==> src/rtl/snake_pkg.sv <==
// Shared types and constants for the snake direction controller.
package snake_pkg;

    localparam int unsigned DIR_W   = 2;
    localparam int unsigned NUM_BTN = 4;

    typedef enum logic [DIR_W-1:0] {
        DIR_UP    = 2'd0,
        DIR_RIGHT = 2'd1,
        DIR_DOWN  = 2'd2,
        DIR_LEFT  = 2'd3
    } dir_t;

    localparam dir_t DIR_RESET = DIR_RIGHT;

    // Opposite heading: the encoding places opposites two apart.
    function automatic dir_t opposite(input dir_t d);
        return dir_t'(d ^ 2'd2);
    endfunction

endpackage

==> src/rtl/btn_debounce.sv <==
// One button: 2-FF synchronizer, counter debouncer, rising-edge press pulse.
module btn_debounce #(
    parameter int unsigned DEBOUNCE_CYCLES = 1_000_000
) (
    input  logic clk,
    input  logic reset,
    input  logic btn,
    output logic press
);

    localparam int unsigned CNT_W = $clog2(DEBOUNCE_CYCLES + 1);
    localparam logic [CNT_W-1:0] CNT_LAST = CNT_W'(DEBOUNCE_CYCLES - 1);

    logic [1:0]       sync_q;
    logic             level_q;
    logic [CNT_W-1:0] cnt_q;

    // Synchronize, count disagreement cycles, flip level and pulse on a debounced rise.
    always_ff @(posedge clk) begin
        if (reset) begin
            sync_q  <= '0;
            level_q <= 1'b0;
            cnt_q   <= '0;
            press   <= 1'b0;
        end else begin
            sync_q <= {sync_q[0], btn};
            press  <= 1'b0;
            if (sync_q[1] != level_q) begin
                if (cnt_q == CNT_LAST) begin
                    level_q <= sync_q[1];
                    cnt_q   <= '0;
                    press   <= sync_q[1];
                end else begin
                    cnt_q <= cnt_q + CNT_W'(1);
                end
            end else begin
                cnt_q <= '0;
            end
        end
    end

endmodule

==> src/rtl/snake_dir_ctrl.sv <==
// Snake heading controller: debounced button presses become a pending
// request that is applied on the game tick.
// Build option: define SNAKE_REVERSE_BLOCK_EN to reject 180-degree reversals.
module snake_dir_ctrl
    import snake_pkg::*;
#(
    parameter int unsigned      DEBOUNCE_CYCLES = 1_000_000,
    parameter logic [DIR_W-1:0] RESET_DIR       = DIR_RESET
) (
    input  logic             clk,
    input  logic             reset,
    input  logic             update_clk,
    input  logic             btn_up,
    input  logic             btn_right,
    input  logic             btn_down,
    input  logic             btn_left,
    output logic [DIR_W-1:0] dir,
    output logic             step,
    output logic             dir_changed
);

    logic [NUM_BTN-1:0] btn_vec;
    logic [NUM_BTN-1:0] press_vec;
    logic               req_vld_c;
    dir_t               req_dir_c;
    logic               accept_c;
    dir_t               dir_q;
    dir_t               pend_dir_q;
    logic               pend_vld_q;

    // Bit index equals the heading code.
    assign btn_vec = {btn_left, btn_down, btn_right, btn_up};
    assign dir     = DIR_W'(dir_q);

    for (genvar i = 0; i < NUM_BTN; i++) begin : g_btn
        btn_debounce #(
            .DEBOUNCE_CYCLES(DEBOUNCE_CYCLES)
        ) u_deb (
            .clk  (clk),
            .reset(reset),
            .btn  (btn_vec[i]),
            .press(press_vec[i])
        );
    end

    // Priority-encode same-cycle presses: UP > RIGHT > DOWN > LEFT.
    always_comb begin
        req_vld_c = |press_vec;
        req_dir_c = DIR_LEFT;
        if (press_vec[0])      req_dir_c = DIR_UP;
        else if (press_vec[1]) req_dir_c = DIR_RIGHT;
        else if (press_vec[2]) req_dir_c = DIR_DOWN;
    end

    // Decide whether the pending request may be applied on a tick.
    always_comb begin
`ifdef SNAKE_REVERSE_BLOCK_EN
        accept_c = (pend_dir_q != opposite(dir_q));
`else
        accept_c = 1'b1;
`endif
    end

    // Pending request and heading update; a press on a tick cycle survives for the next tick.
    always_ff @(posedge clk) begin
        if (reset) begin
            dir_q       <= dir_t'(RESET_DIR);
            pend_dir_q  <= dir_t'(RESET_DIR);
            pend_vld_q  <= 1'b0;
            step        <= 1'b0;
            dir_changed <= 1'b0;
        end else begin
            step        <= update_clk;
            dir_changed <= 1'b0;
            if (update_clk) begin
                pend_vld_q <= 1'b0;
                if (pend_vld_q && accept_c) begin
                    dir_q       <= pend_dir_q;
                    dir_changed <= (pend_dir_q != dir_q);
                end
            end
            if (req_vld_c) begin
                pend_vld_q <= 1'b1;
                pend_dir_q <= req_dir_c;
            end
        end
    end

endmodule

==> config.mk <==
export PLATFORM = sky130hd
export DESIGN_NAME = snake_dir_ctrl
export DESIGN_NICKNAME = d
export VERILOG_FILES = /design/src/rtl/snake_pkg.sv /design/src/rtl/btn_debounce.sv /design/src/rtl/snake_dir_ctrl.sv
export SDC_FILE = /design/constraint.sdc
export NUM_CORES = 1
export LEC_CHECK = 0
export BUFFER_PORTS_ARGS = -buffer_cell sky130_fd_sc_hd__buf_2
export CORE_ASPECT_RATIO = 0.7
export CORE_MARGIN = 4
export CORE_UTILIZATION = 25
export CTS_BUF_LIST = sky130_fd_sc_hd__clkbuf_4 sky130_fd_sc_hd__clkbuf_8
export CTS_CLUSTER_DIAMETER = 200
export CTS_CLUSTER_SIZE = 20
export DETAILED_ROUTE_END_ITERATION = 6
export PLACE_DENSITY = 0.48
export SYNTH_ARGS = -nofsm -noshare
export SYNTH_HDL_FRONTEND = slang
export SYNTH_SLANG_ARGS = --single-unit
==> constraint.sdc <==
create_clock -name clk -period 4.1 [get_ports clk]
set_input_delay 0.41 -clock clk [delete_from_list [all_inputs] [get_ports clk]]
set_output_delay 0.41 -clock clk [all_outputs]
set_load 0.02 [all_outputs]
==> flow_summary.toml <==
[outcome]
outcome = "completed"

[worst_setup_path]
worstSetupPathType = "reg -> reg"
cp_max_fo = 11
end_kind = "register"
r2r-end = "g_btn[1].u_deb.cnt_q[16]"
r2r_slack_ps = 1950
worstPathArrival_ps = 2390
r2r_cells = 6
cpMaxStageDelayCell = "o21ai_1"
worstPathCellList = "ha_1, and4_1, nand2_1, o21ai_1, buf_4, a21oi_1"
timing.rr.start = "g_btn[1].u_deb.cnt_q[0]"
max_stage_delay_ps = 640
crit_path_start_kind = "register"
endpoint = "g_btn[1].u_deb.cnt_q[16]"
cp.required_ps = 4340
critical_path.startpoint = "g_btn[1].u_deb.cnt_q[0]"

[layout]
final_nets = 524
postLayoutCoreUtil_pct = 29.0
fin_area_um2 = 5000
n_antenna_cell = 0
nFillCells = 1839
area.growth.synth_to_final_pct = 12.8
final_layout_size_suffix_gt1_share_pct = 7.34

[power_and_ir_drop]
power_frac_comb_pct = 1.3
p_sw_w = 0.000360
peakVddDrop_mv = 0.158
p_sw_share_pct = 19.2
power.share.clock_pct = 45.0
seqPwrFrac_pct = 53.8
p_total_w = 0.00187
power.internal_w = 0.00151
p_per_area_nw_per_um2 = 375
leakage_nw = 1.42

[clocking]
htreeDepth = 3
path_clk_slew_ps = 80
cts-root-buf = "clkbuf_8"
cts_hold_buf = 0
numCtsBuffers = 9
clock_path_buffers = 2
cts_resized = 0
cts_tree = "built"
post-cts-setup-buffer-count = 0
cts_sinks = 103
worstSkewPairLatency_ps = 360

[sta]
finalSetupViolations = 0
relSlewSlack_pct = 48.8
hold_viol_final = 0
skew_ps = 9.44
rsz0062_at_grt = "false"
finalCritPeriodShare_pct = 52.4
period_needed_ps = 2150
worstMarginPinSlew_ps = 763
clock.fmax_mhz = 466
fin_tns_setup_ps = 0
slew_viol_final = 0

[synthesis]
netlist_area_um2 = 4430
ys_ff_latch = 103
synth_seq_area_share_pct = 46.5
async_flop_share_pct = 0
synthTopCellsByArea = "dfxtp_1 47%, xnor2_1 6.9%, nor2_1 5.8%"
yosysMostFrequentCell = "dfxtp_1"
synth_common_cells = "103 x dfxtp_1, 68 x nor2_1, 35 x xnor2_1"
syn_inst = 503
syn-num-nets = 514
yosysTopAreaCellShare_pct = 46.5
yosys_warnings = 0
post-synth-top-area-cell = "dfxtp_1"
synthFlopType = "dfxtp_1"
postSynthAreaPerCell_um2 = 8.82
synth_edf_count = 0
yosysUniqueCellTypes = 44

[hold_path]
hold_start = "btn_right"
holdCritPathClass = "in -> reg"

[global_route]
grt_pass1_wl_um = 15500
antenna_found_initial = 0
overflow = 0
grt_max_degree = 28
track_usage_pct = 9.16
grt_pass1_vias = 3361

[floorplan]
start_util_pct = 25.7
die_y_um = 119
die-area_um2 = 20000
fp-row-count = 40
die_w_um = 167
core-area_um2 = 17300
io_pins = 11

[place]
post_dp_cell_area_um2 = 4720
gp_congestion = 0.790
portBuffers = 10
hpwl_um = 6270

[route]
num_vias = 3504
antenna_left = 0
wirelength_um = 8870
viasPerCell = 4.68
drc = 0
drt_iter0_drc = 248
wire_per_inst_um = 11.8
firstDrtPassIters = 4

[flow_run]
maxCapViolations = 0
[flip-flops by register name, indices dropped and copies added, names as in the netlist]
register and cells:
g_btn.u_deb.cnt_q 80, dir 2, dir_changed 1, g_btn.u_deb.sync_q 8, pend_vld_q 1, pend_dir_q 2, g_btn.u_deb.level_q 4, step 1
g_btn.u_deb.press 4
[stage by stage]
step,worst slack (ps),std cells,hold WS (ps)
detailed placement,1930,733,426
finish,1950,749,258
global route,1700,749,239
floorplan,2160,503,414
CTS,1910,749,230
global placement,1970,733,418
[power by group through the flow]
stage	sequential [W]	combinational, W	clock (W)
2_1_floorplan	0.00103	0.0000171	0
3_5_place_dp	0.00103	0.0000244	0
6_report	0.00101	0.0000237	0.000843
5_1_grt	0.00101	0.0000271	0.000912
3_3_place_gp	0.00103	0.0000239	0
4_1_cts	0.00101	0.0000244	0.000876
[cell families (layout without fill, tap and decap cells)]
group | after synthesis | count (layout) | share of synthesized area [%]
compound gates | 66 | 66 | 8.55
simple gates | 249 | 249 | 30.5
buf+inv | 28 | 43 | 2.85
flops | 103 | 103 | 46.5
xor+xnor | 53 | 53 | 10.5
fa+ha+maj | 4 | 4 | 1.13
[layer usage]
metal  vias up  wire length (µm)  global-route usage (%)
met5         -                 0                       0
met4         0                34                    2.03
met3         4               253                    2.89
met2        30              3780                    13.9
met1      1665              4800                    12.8
li1       1805                 -                       -
[how the worst min path moves through the flow]
stage	slack, ps	cells after the start	end
finish	260	2	g_btn[1].u_deb.sync_q[0]
global route	240	2	g_btn[3].u_deb.sync_q[0]
CTS	230	2	g_btn[1].u_deb.sync_q[0]
detailed placement	430	1	g_btn[2].u_deb.sync_q[1]
global placement	420	1	g_btn[2].u_deb.sync_q[1]
floorplan	410	1	g_btn[0].u_deb.sync_q[1]
[critical path: cells and delay by family (launching register included)]
kind / cells / cell delay (ps)
AO/OA/AOI/OAI: 2 / 700
adder cells (fa/ha/maj): 1 / 240
buffers and inverters: 1 / 300
flip-flops: 1 / 350
AND/OR/NAND/NOR: 2 / 450
[placed cells by master (no fill, tap or decap), types with 8 or more instances in the layout]
cell      instances
nor2b_1           9
inv_1            14
and4_1            8
nor3_1           12
o21ai_0          19
xnor2_1          35
nand2_1          30
or3_1            16
nand4_1          23
dfxtp_1         103
nor4_1           15
nand3_1          25
xor2_1           18
a21oi_1          30
or4_1            12
clkbuf_8         11
nor2_1           68
buf_2            10
[final cells by class]
cell class / count / area [µm²] / area share (%)
clock buffers: 11 / 151 / 3.03
clock inverters: 5 / 128 / 2.55
inverters: 14 / 52.6 / 1.05
multi-input cells: 372 / 2250 / 44.9
repair buffers: 13 / 72.6 / 1.45
well taps: 231 / 289 / 5.78
flip-flops and latches: 103 / 2060 / 41.2
(Power assumes the default switching activity.)
